===== src/rtl/usb_m4_bridge_wb.sv =====
// usb_m4_bridge_wb: Wishbone classic slave giving the M4 access to the u2m
// (USB OUT -> M4) and m2u (M4 -> USB IN) first-word-fall-through FIFOs, with
// status flags, sticky error bits, byte counters and a maskable interrupt.
// Every access runs IDLE -> EXEC -> ACK -> SETTLE so FIFO flags always
// reflect the previous pop/push before the next access is sampled.
module usb_m4_bridge_wb #(
  parameter int unsigned ADR_W         = 5,
  parameter int unsigned CNT_W         = 16,
  parameter logic [3:0]  RX_THRESH_RST = 4'd1
) (
  input  logic             clk,
  input  logic             reset_n,
  // Wishbone classic slave
  input  logic [ADR_W-1:0] wb_adr_i,
  input  logic [31:0]      wb_dat_i,
  output logic [31:0]      wb_dat_o,
  input  logic             wb_we_i,
  input  logic [3:0]       wb_sel_i,
  input  logic             wb_stb_i,
  input  logic             wb_cyc_i,
  output logic             wb_ack_o,
  output logic             irq_o,
  // u2m FIFO read side
  output logic             FIFO_u2m_pop,
  input  logic [7:0]       FIFO_u2m_dout,
  input  logic             FIFO_u2m_empty,
  input  logic             FIFO_u2m_ae,
  input  logic [3:0]       FIFO_u2m_popflag,
  // m2u FIFO write side
  output logic             FIFO_m2u_push,
  output logic [7:0]       FIFO_m2u_din,
  input  logic             FIFO_m2u_full,
  input  logic             FIFO_m2u_af,
  input  logic [3:0]       FIFO_m2u_pushflag
);

  typedef enum logic [1:0] {
    ST_IDLE   = 2'd0,
    ST_EXEC   = 2'd1,
    ST_ACK    = 2'd2,
    ST_SETTLE = 2'd3
  } state_e;

  localparam logic [2:0] REG_DATA      = 3'd0;
  localparam logic [2:0] REG_STATUS    = 3'd1;
  localparam logic [2:0] REG_IRQ_EN    = 3'd2;
  localparam logic [2:0] REG_IRQ_STAT  = 3'd3;
  localparam logic [2:0] REG_RX_THRESH = 3'd4;
  localparam logic [2:0] REG_RX_CNT    = 3'd5;
  localparam logic [2:0] REG_TX_CNT    = 3'd6;

  localparam logic [CNT_W-1:0] CNT_ONE = {{(CNT_W-1){1'b0}}, 1'b1};

  state_e state_q, state_d;

  // Request captured when the strobe is sampled, so a dropped cycle
  // mid-access still completes exactly once with the original request.
  logic [2:0]       req_reg_q;
  logic             req_we_q;
  logic             req_sel0_q;
  logic [7:0]       req_dat_q;

  logic [31:0]      dat_o_q, dat_o_d;
  logic             pop_q, pop_d;
  logic             push_q, push_d;
  logic [7:0]       din_q, din_d;
  logic             irq_q, irq_d;
  logic [3:0]       irq_en_q, irq_en_d;
  logic [3:0]       rx_thresh_q, rx_thresh_d;
  logic [CNT_W-1:0] rx_cnt_q, rx_cnt_d;
  logic [CNT_W-1:0] tx_cnt_q, tx_cnt_d;
  logic             rx_uf_q, rx_uf_d;
  logic             tx_ov_q, tx_ov_d;

  logic             latch_req;
  logic             exec_en;
  logic             ack_c;
  logic             set_uf, set_ov, clr_uf, clr_ov;
  logic             rx_avail, tx_space;
  logic [3:0]       irq_src;
  logic [31:0]      rd_mux;

  // Upper data bits, upper byte lanes and the byte offset never matter.
  logic             unused_bits;
  assign unused_bits = ^{wb_dat_i[31:8], wb_sel_i[3:1], wb_adr_i};

  // Raw interrupt sources: data waiting above threshold, room to push, errors.
  assign rx_avail = ~FIFO_u2m_empty & (FIFO_u2m_popflag >= rx_thresh_q);
  assign tx_space = ~FIFO_m2u_af;
  assign irq_src  = {tx_ov_q, rx_uf_q, tx_space, rx_avail};

  // State register.
  always_ff @(posedge clk or negedge reset_n) begin
    if (!reset_n) state_q <= ST_IDLE;
    else          state_q <= state_d;
  end

  // Next-state logic: one access per pass, no early exit once started.
  always_comb begin
    state_d = state_q;
    case (state_q)
      ST_IDLE:   if (wb_cyc_i && wb_stb_i) state_d = ST_EXEC;
      ST_EXEC:   state_d = ST_ACK;
      ST_ACK:    state_d = ST_SETTLE;
      ST_SETTLE: state_d = ST_IDLE;
      default:   state_d = ST_IDLE;
    endcase
  end

  // Output decode of the state: request latch, execute enable, acknowledge.
  always_comb begin
    latch_req = 1'b0;
    exec_en   = 1'b0;
    ack_c     = 1'b0;
    case (state_q)
      ST_IDLE: latch_req = wb_cyc_i & wb_stb_i;
      ST_EXEC: exec_en   = 1'b1;
      ST_ACK:  ack_c     = 1'b1;
      default: ;
    endcase
  end

  // Read multiplexer over the latched register select.
  always_comb begin
    rd_mux = 32'h0;
    case (req_reg_q)
      REG_DATA:      rd_mux[7:0] = FIFO_u2m_empty ? 8'h00 : FIFO_u2m_dout;
      REG_STATUS:    rd_mux[13:0] = {tx_ov_q, rx_uf_q, FIFO_m2u_pushflag,
                                     FIFO_u2m_popflag, FIFO_m2u_af,
                                     FIFO_m2u_full, FIFO_u2m_ae,
                                     FIFO_u2m_empty};
      REG_IRQ_EN:    rd_mux[3:0] = irq_en_q;
      REG_IRQ_STAT:  rd_mux[3:0] = irq_src;
      REG_RX_THRESH: rd_mux[3:0] = rx_thresh_q;
      REG_RX_CNT:    rd_mux[CNT_W-1:0] = rx_cnt_q;
      REG_TX_CNT:    rd_mux[CNT_W-1:0] = tx_cnt_q;
      default:       rd_mux = 32'h0;
    endcase
  end

  // Access side effects, evaluated only in EXEC so each happens exactly once.
  always_comb begin
    dat_o_d     = dat_o_q;
    pop_d       = 1'b0;
    push_d      = 1'b0;
    din_d       = din_q;
    irq_en_d    = irq_en_q;
    rx_thresh_d = rx_thresh_q;
    rx_cnt_d    = rx_cnt_q;
    tx_cnt_d    = tx_cnt_q;
    set_uf      = 1'b0;
    set_ov      = 1'b0;
    clr_uf      = 1'b0;
    clr_ov      = 1'b0;
    if (exec_en) begin
      dat_o_d = rd_mux;
      if (req_we_q) begin
        case (req_reg_q)
          REG_DATA: begin
            if (req_sel0_q) begin
              if (!FIFO_m2u_full) begin
                push_d   = 1'b1;
                din_d    = req_dat_q;
                tx_cnt_d = tx_cnt_q + CNT_ONE;
              end else begin
                set_ov = 1'b1;
              end
            end
          end
          REG_IRQ_EN:    irq_en_d = req_dat_q[3:0];
          REG_IRQ_STAT: begin
            clr_uf = req_dat_q[2];
            clr_ov = req_dat_q[3];
          end
          REG_RX_THRESH: rx_thresh_d = req_dat_q[3:0];
          REG_RX_CNT, REG_TX_CNT: begin
            rx_cnt_d = '0;
            tx_cnt_d = '0;
          end
          default: ;
        endcase
      end else if (req_reg_q == REG_DATA) begin
        if (!FIFO_u2m_empty) begin
          pop_d    = 1'b1;
          rx_cnt_d = rx_cnt_q + CNT_ONE;
        end else begin
          set_uf = 1'b1;
        end
      end
    end
    // A new error in the same cycle as its clear must not be lost.
    rx_uf_d = set_uf | (rx_uf_q & ~clr_uf);
    tx_ov_d = set_ov | (tx_ov_q & ~clr_ov);
    irq_d   = |(irq_src & irq_en_q);
  end

  // Datapath and control registers.
  always_ff @(posedge clk or negedge reset_n) begin
    if (!reset_n) begin
      req_reg_q   <= 3'd0;
      req_we_q    <= 1'b0;
      req_sel0_q  <= 1'b0;
      req_dat_q   <= 8'h00;
      dat_o_q     <= 32'h0;
      pop_q       <= 1'b0;
      push_q      <= 1'b0;
      din_q       <= 8'h00;
      irq_q       <= 1'b0;
      irq_en_q    <= 4'h0;
      rx_thresh_q <= RX_THRESH_RST;
      rx_cnt_q    <= '0;
      tx_cnt_q    <= '0;
      rx_uf_q     <= 1'b0;
      tx_ov_q     <= 1'b0;
    end else begin
      if (latch_req) begin
        req_reg_q  <= wb_adr_i[4:2];
        req_we_q   <= wb_we_i;
        req_sel0_q <= wb_sel_i[0];
        req_dat_q  <= wb_dat_i[7:0];
      end
      dat_o_q     <= dat_o_d;
      pop_q       <= pop_d;
      push_q      <= push_d;
      din_q       <= din_d;
      irq_q       <= irq_d;
      irq_en_q    <= irq_en_d;
      rx_thresh_q <= rx_thresh_d;
      rx_cnt_q    <= rx_cnt_d;
      tx_cnt_q    <= tx_cnt_d;
      rx_uf_q     <= rx_uf_d;
      tx_ov_q     <= tx_ov_d;
    end
  end

  assign wb_dat_o      = dat_o_q;
  assign wb_ack_o      = ack_c;
  assign irq_o         = irq_q;
  assign FIFO_u2m_pop  = pop_q;
  assign FIFO_m2u_push = push_q;
  assign FIFO_m2u_din  = din_q;

endmodule


===== config.mk =====
export PLATFORM = sky130hd
export DESIGN_NAME = usb_m4_bridge_wb
export DESIGN_NICKNAME = d
export VERILOG_FILES = /design/src/rtl/usb_m4_bridge_wb.sv
export SDC_FILE = /design/constraint.sdc
export NUM_CORES = 1
export LEC_CHECK = 0
export BUFFER_PORTS_ARGS = -buffer_cell sky130_fd_sc_hd__buf_2
export CAP_MARGIN = 20
export CORE_ASPECT_RATIO = 1.75
export CORE_MARGIN = 4
export CORE_UTILIZATION = 54
export DETAILED_ROUTE_END_ITERATION = 10
export HOLD_SLACK_MARGIN = 0.12
export PLACE_DENSITY = 0.88
export SYNTH_ARGS = -nofsm -noshare
export SYNTH_HDL_FRONTEND = slang
export SYNTH_SLANG_ARGS = --single-unit
export TNS_END_PERCENT = 5

===== constraint.sdc =====
create_clock -name clk -period 2.4 [get_ports clk]
set_input_delay 0.48 -clock clk [delete_from_list [all_inputs] [get_ports clk]]
set_output_delay 0.48 -clock clk [all_outputs]
set_load 0.02 [all_outputs]

Yosys cells after proc, flatten, opt, wreduce, memory -nomap -nowiden:

Index checks and enable logic that the tools add are counted.

* add/subtract/negate cells: 2
* $mul: 0
* div/mod/pow operators: 0
* $lt $le $gt $ge: 1
* equality and inequality tests: 14
* shifts and indexed selects: 0
* mux-type cells: 41
* bitwise logic cells: 12
* reductions and logical operators: 12

Operator list (number)
* $mux 16: 6
* $add 16x1->16 const B: 2
* $pmux 16 s2: 1
* $pmux 4 s7: 1
* $mux 1: 27
* $pmux 6 s3: 1
* $pmux 4 s4: 1
* $reduce_and 5->1: 2
* $eq 3x3->1 const B: 3
* $mux 8: 1
* $pmux 2 s4: 1
* $eq 3x2->1 const B: 2
* $ne 2x2->1 const B: 3
* $reduce_and 3->1: 2
* $not 1->1: 5
* $and 1x1->1: 4
* $and 4x4->4: 1
* $eq 2x2->1 const B: 2
* $ge 4x4->1: 1
* $ne 2x1->1 const B: 2
* $pmux 2 s2: 1
* $reduce_and 4->1: 1
* $reduce_bool 2->1: 2
* $reduce_or 4->1: 1
* other kinds (8): 9

* register bits: 84
* latch bits: 0
* RAM bits: 0
* memory bits (read-only): 0
* logic and storage cells: 98
* memories kept: 0

Logic depth before layout (Yosys ltp):

* depth after elaboration: 7
* gate-level depth with buffers: 9
* mapped depth without buffers: 7

Worst setup path before layout:

No wires, ideal clock.

* path kind: input-to-reg
* start: input FIFO_u2m_empty
* end: register rx_cnt_q[15]
* library setup time: 0.078 ns
* arrival time: 1.955 ns
* path slack: 0.367 ns
* cell stages on the path: 5
* buffers on the path: 0
* path through: or4_4 -> a21oi_4 -> o21ai_2 -> or4_1 -> a21oi_1

* cells in the longest elaborated chain, start to end: 2

Ends and longest elaborated chain
* start: declaration: RTL line 26 `input logic FIFO_u2m_empty,`
* $ne 2x1->1 (no source line)
* $reduce_and 4->1 (no source line)
* end signal: assignment: RTL line 229 `rx_cnt_q <= rx_cnt_d;`
* end: declaration: RTL line 70 `logic [CNT_W-1:0] rx_cnt_q, rx_cnt_d;`

No other way between the ends.
A chain may end at the register's enable or synchronous reset.

Worst setup path in the final report:

* start: register state_q[1]
* end: register tx_cnt_q[4]

* cells in the longest elaborated chain, start to end: 3

Ends and longest elaborated chain
* start: declaration: RTL line 54 `state_e state_q, state_d;`
* start signal: assignment: RTL line 95 `else state_q <= state_d;`
* $eq 2x1->1: RTL line 115 `case (state_q)`
* $mux 1: RTL line 115
* $reduce_and 5->1 (no source line)
* end signal: assignment: RTL line 230 `tx_cnt_q <= tx_cnt_d;`
* end: declaration: RTL line 71 `logic [CNT_W-1:0] tx_cnt_q, tx_cnt_d;`

No other way between the ends.

==> flow_metrics.py <==
metrics = {
    "timing": {
        "max-slew-margin-rel_pct": 57.06,
        "finalCritPeriodShare_pct": 90.47,
        "worst_slew_pin_slew_ps": 642.3,
        "drv_slew": 0,
        "final_hold_viol_count": 0,
        "fin_skew_ps": 4.342,
        "tns_ps": 0,
        "setup_viol": 0,
        "holdWs_ps": 362.4,
        "fmax_mhz": 460.5,
        "period_needed_ps": 2171,
        "rsz0062_at_grt": "false",
    },
    "status": {
        "status": "complete, no violations",
    },
    "synth": {
        "synth.most_common_cell": "dfrtp_1",
        "postSynthAreaPerCell_um2": 10.19,
        "ys_ff_latch": 84,
        "yosysTopAreaCellShare_pct": 46.42,
        "synth_top_flop_cell": "dfrtp_1",
        "ys_seq_area_share_pct": 47.01,
        "synthCells": 439,
        "synth_edf_count": 0,
        "netlist_top_cells_count": "dfrtp_1, nor2_1, mux2_2",
        "synth-async-reset-ratio_pct": 100.0,
        "synthesis.area_um2": 4474,
        "synth_cell_types": 58,
        "ys_warn_count": 0,
        "synthTopCellsByArea": "dfrtp_1, mux2_2, nor2_1, xor2_1, a21oi_1",
        "yosys.area.top_type": "dfrtp_1",
    },
    "worst_hold_path": {
        "min_path_type": "primary input to flop",
    },
    "global_route": {
        "antenna_found_initial": 0,
        "grt_pass1_wl_um": 18190,
        "grt_pass1_vias": 3719,
        "grt_max_degree": 39,
        "track_usage_pct": 23.50,
        "grt_overflow_total": 0,
    },
    "detailed_routing": {
        "drt_iter0_markers": 349,
        "routed_wl_um": 11240,
        "detail-route-antenna-nets": 0,
        "drtPass1Iterations": 6,
        "wl_per_cell_um": 18.55,
        "num_vias": 3722,
        "drc": 0,
        "routed_via_density": 6.142,
    },
    "final_layout": {
        "post-route-util_pct": 65.37,
        "seqCellArea_um2": 2103,
        "fillers": 597,
        "multi_input_area_um2": 2162,
        "nets": 587,
        "syn_to_final_growth_pct": 17.11,
        "final_layout_size_suffix_gt1_share_pct": 28.49,
        "antenna_cells": 0,
    },
    "clock_tree": {
        "cts.clk_slew.worst_paths_ps": 60,
        "cts_buffers": 9,
        "tritoncts": "done",
        "cts_root_buf": "clkbuf_16",
        "h-tree-depth": 3,
        "ctsLongestPathBuffers": 2,
        "cts.sinks": 84,
        "clk_latency_ps": 350,
        "post_cts_buffers": 0,
    },
    "placement": {
        "hpwl_um": 8250,
        "io_buffers": 64,
        "place_congestion": 0.9061,
    },
    "critical_path": {
        "ff2ff_setup_slack_ps": 230,
        "critPathCaptureType": "flop",
        "crit_chain": "inv_1 -> ha_1 -> buf_4 -> clkinv_1 -> nor2_1 -> buf_4 -> nor2_1",
        "critPathMaxStageDelay_ps": 470,
        "cp.depth": 7,
        "path_buf_inv": 4,
        "crit_required_ps": 2630,
        "path_delay_family": "buffers and inverters",
        "critPathKind": "flop to flop",
        "arrival_ps": 2400,
        "reg2reg_depth": 7,
        "start_kind": "flop",
        "startpoint": "state_q[1]$_DFFE_PN0P_",
        "path_max_fanout": 18,
        "critPathSlowestCell": "nor2_1",
        "r2r_end": "tx_cnt_q[4]$_DFFE_PN0P_",
        "regToRegStartpoint": "state_q[1]$_DFFE_PN0P_",
        "cp-endpoint": "tx_cnt_q[4]$_DFFE_PN0P_",
    },
    "floorplanning": {
        "die_area_um2": 9864,
        "fp.dieH_um": 128.4,
        "die_w_um": 76.81,
        "row_count": 43,
        "io_pins": 110,
        "core_area_um2": 8016,
        "start_util_pct": 55.81,
    },
    "flow_run": {
        "maxCapViolations": 0,
    },
    "power_and_ir_drop": {
        "ir_worst_vdd_mv": 0.8299,
        "p_per_area_nw_per_um2": 1210,
        "cellLeakagePower_nw": 2.437,
    },
}
## sequential cells by signal, summed over array words and instances, names as in the netlist
| register | cells |
|---|---|
| FIFO_m2u_din | 8 |
| FIFO_m2u_push | 1 |
| FIFO_u2m_pop | 1 |
| irq_en_q | 4 |
| irq_o | 1 |
| req_dat_q | 8 |
| req_reg_q | 3 |
| req_sel0_q | 1 |
| req_we_q | 1 |
| rx_cnt_q | 16 |
| rx_thresh_q | 4 |
| rx_uf_q | 1 |
| state_q | 2 |
| tx_cnt_q | 16 |
| tx_ov_q | 1 |
| wb_dat_o | 16 |
## cells by family (layout without fill, tap and decap cells)
family                   Yosys count  after routing  synth area share, %
adder cells (fa/ha/maj)           10             10                2.796
AO/OA/AOI/OAI                     87             87                13.48
flip-flops                        84             84                47.01
AND/OR/NAND/NOR                  144            144                16.28
multiplexers                      42             42                10.51
buffers and inverters             51            113                5.928
XOR/XNOR                          20             20                3.915
other                              1             16              0.08381
## stage by stage
stage | cells | worst slack (ps) | power [mW] | area (um2)
floorplan | 454 | 366.7 | 3.984 | 4531
global route | 606 | 65.47 | 6.703 | 5240
CTS | 606 | 231.2 | 6.336 | 5240
global placement | 589 | 217.8 | 4.679 | 4903
detailed placement | 589 | 178.9 | 4.793 | 4903
finish | 606 | 228.7 | 6.340 | 5240
## layout by cell type (no fill, tap or decap), drive strengths merged, types with 3 or more instances in the layout
cell	netlist	layout
o31ai	4	4
a32oi	3	3
nor2b	5	5
nor2	53	53
a221oi	8	8
a31oi	5	5
xor2	16	16
nand2b	4	4
mux2	40	40
dfrtp	83	83
conb	1	16
nand3b	5	5
a21oi	27	27
nor3	5	5
a32o	3	3
buf	25	86
a222oi	5	5
nand2	24	24
or4	5	5
xnor2	4	4
clkbuf	16	11
o21ai	16	16
or3	4	4
and2	3	3
and3	7	7
nand4	8	8
ha	10	10
o2111ai	4	4
nand3	11	11
and4	3	3
inv	9	10
## what timing repair did
action / in CTS / in global routing
endpoints found under the setup margin: 0 / 0
hold buffers: 1 / 0
endpoints found under the hold margin: 8 / 0
gates resized for setup: 0 / 0
## where the power goes
| group | switching, mW | internal [mW] |
|---|---|---|
| Clock | 0.575 | 0.944 |
| Combinational | 1.51 | 1.04 |
| Sequential | 0.395 | 1.88 |
| Total | 2.48 | 3.86 |
## area by class of cell
type                       count  share of cell area [%]
clock buffer                  11                   4.632
clock inverter                 5                   1.600
inverter                      10                  0.7163
multi-input combinational    319                   41.26
sequential                    84                   40.14
tap                           90                   2.149
timing repair buffer          87                   9.503
## worst min-delay path by stage
stage           startpoint                           to  slack (ps)  cells after the start
2_1_floorplan      reset_n  FIFO_m2u_din[0]$_DFFE_PN0P_         180                      0
3_3_place_gp       reset_n       state_q[1]$_DFFE_PN0P_         470                      1
3_5_place_dp       reset_n       state_q[1]$_DFFE_PN0P_         480                      1
4_1_cts        wb_dat_i[7]     req_dat_q[7]$_DFFE_PN0P_         360                      2
5_1_grt        wb_dat_i[0]     req_dat_q[0]$_DFFE_PN0P_         370                      2
6_report       wb_dat_i[0]     req_dat_q[0]$_DFFE_PN0P_         360                      2
## per-layer routing
metal  share of wire [%]  track usage (%)  vias up
li1                    -                -     1703
met1                  37            25.50     1796
met2                  52            41.47      181
met3                 6.2            5.602       42
met4                 4.8            13.87        0
met5                   0                0        -
Power figures use the tool's default switching activity.
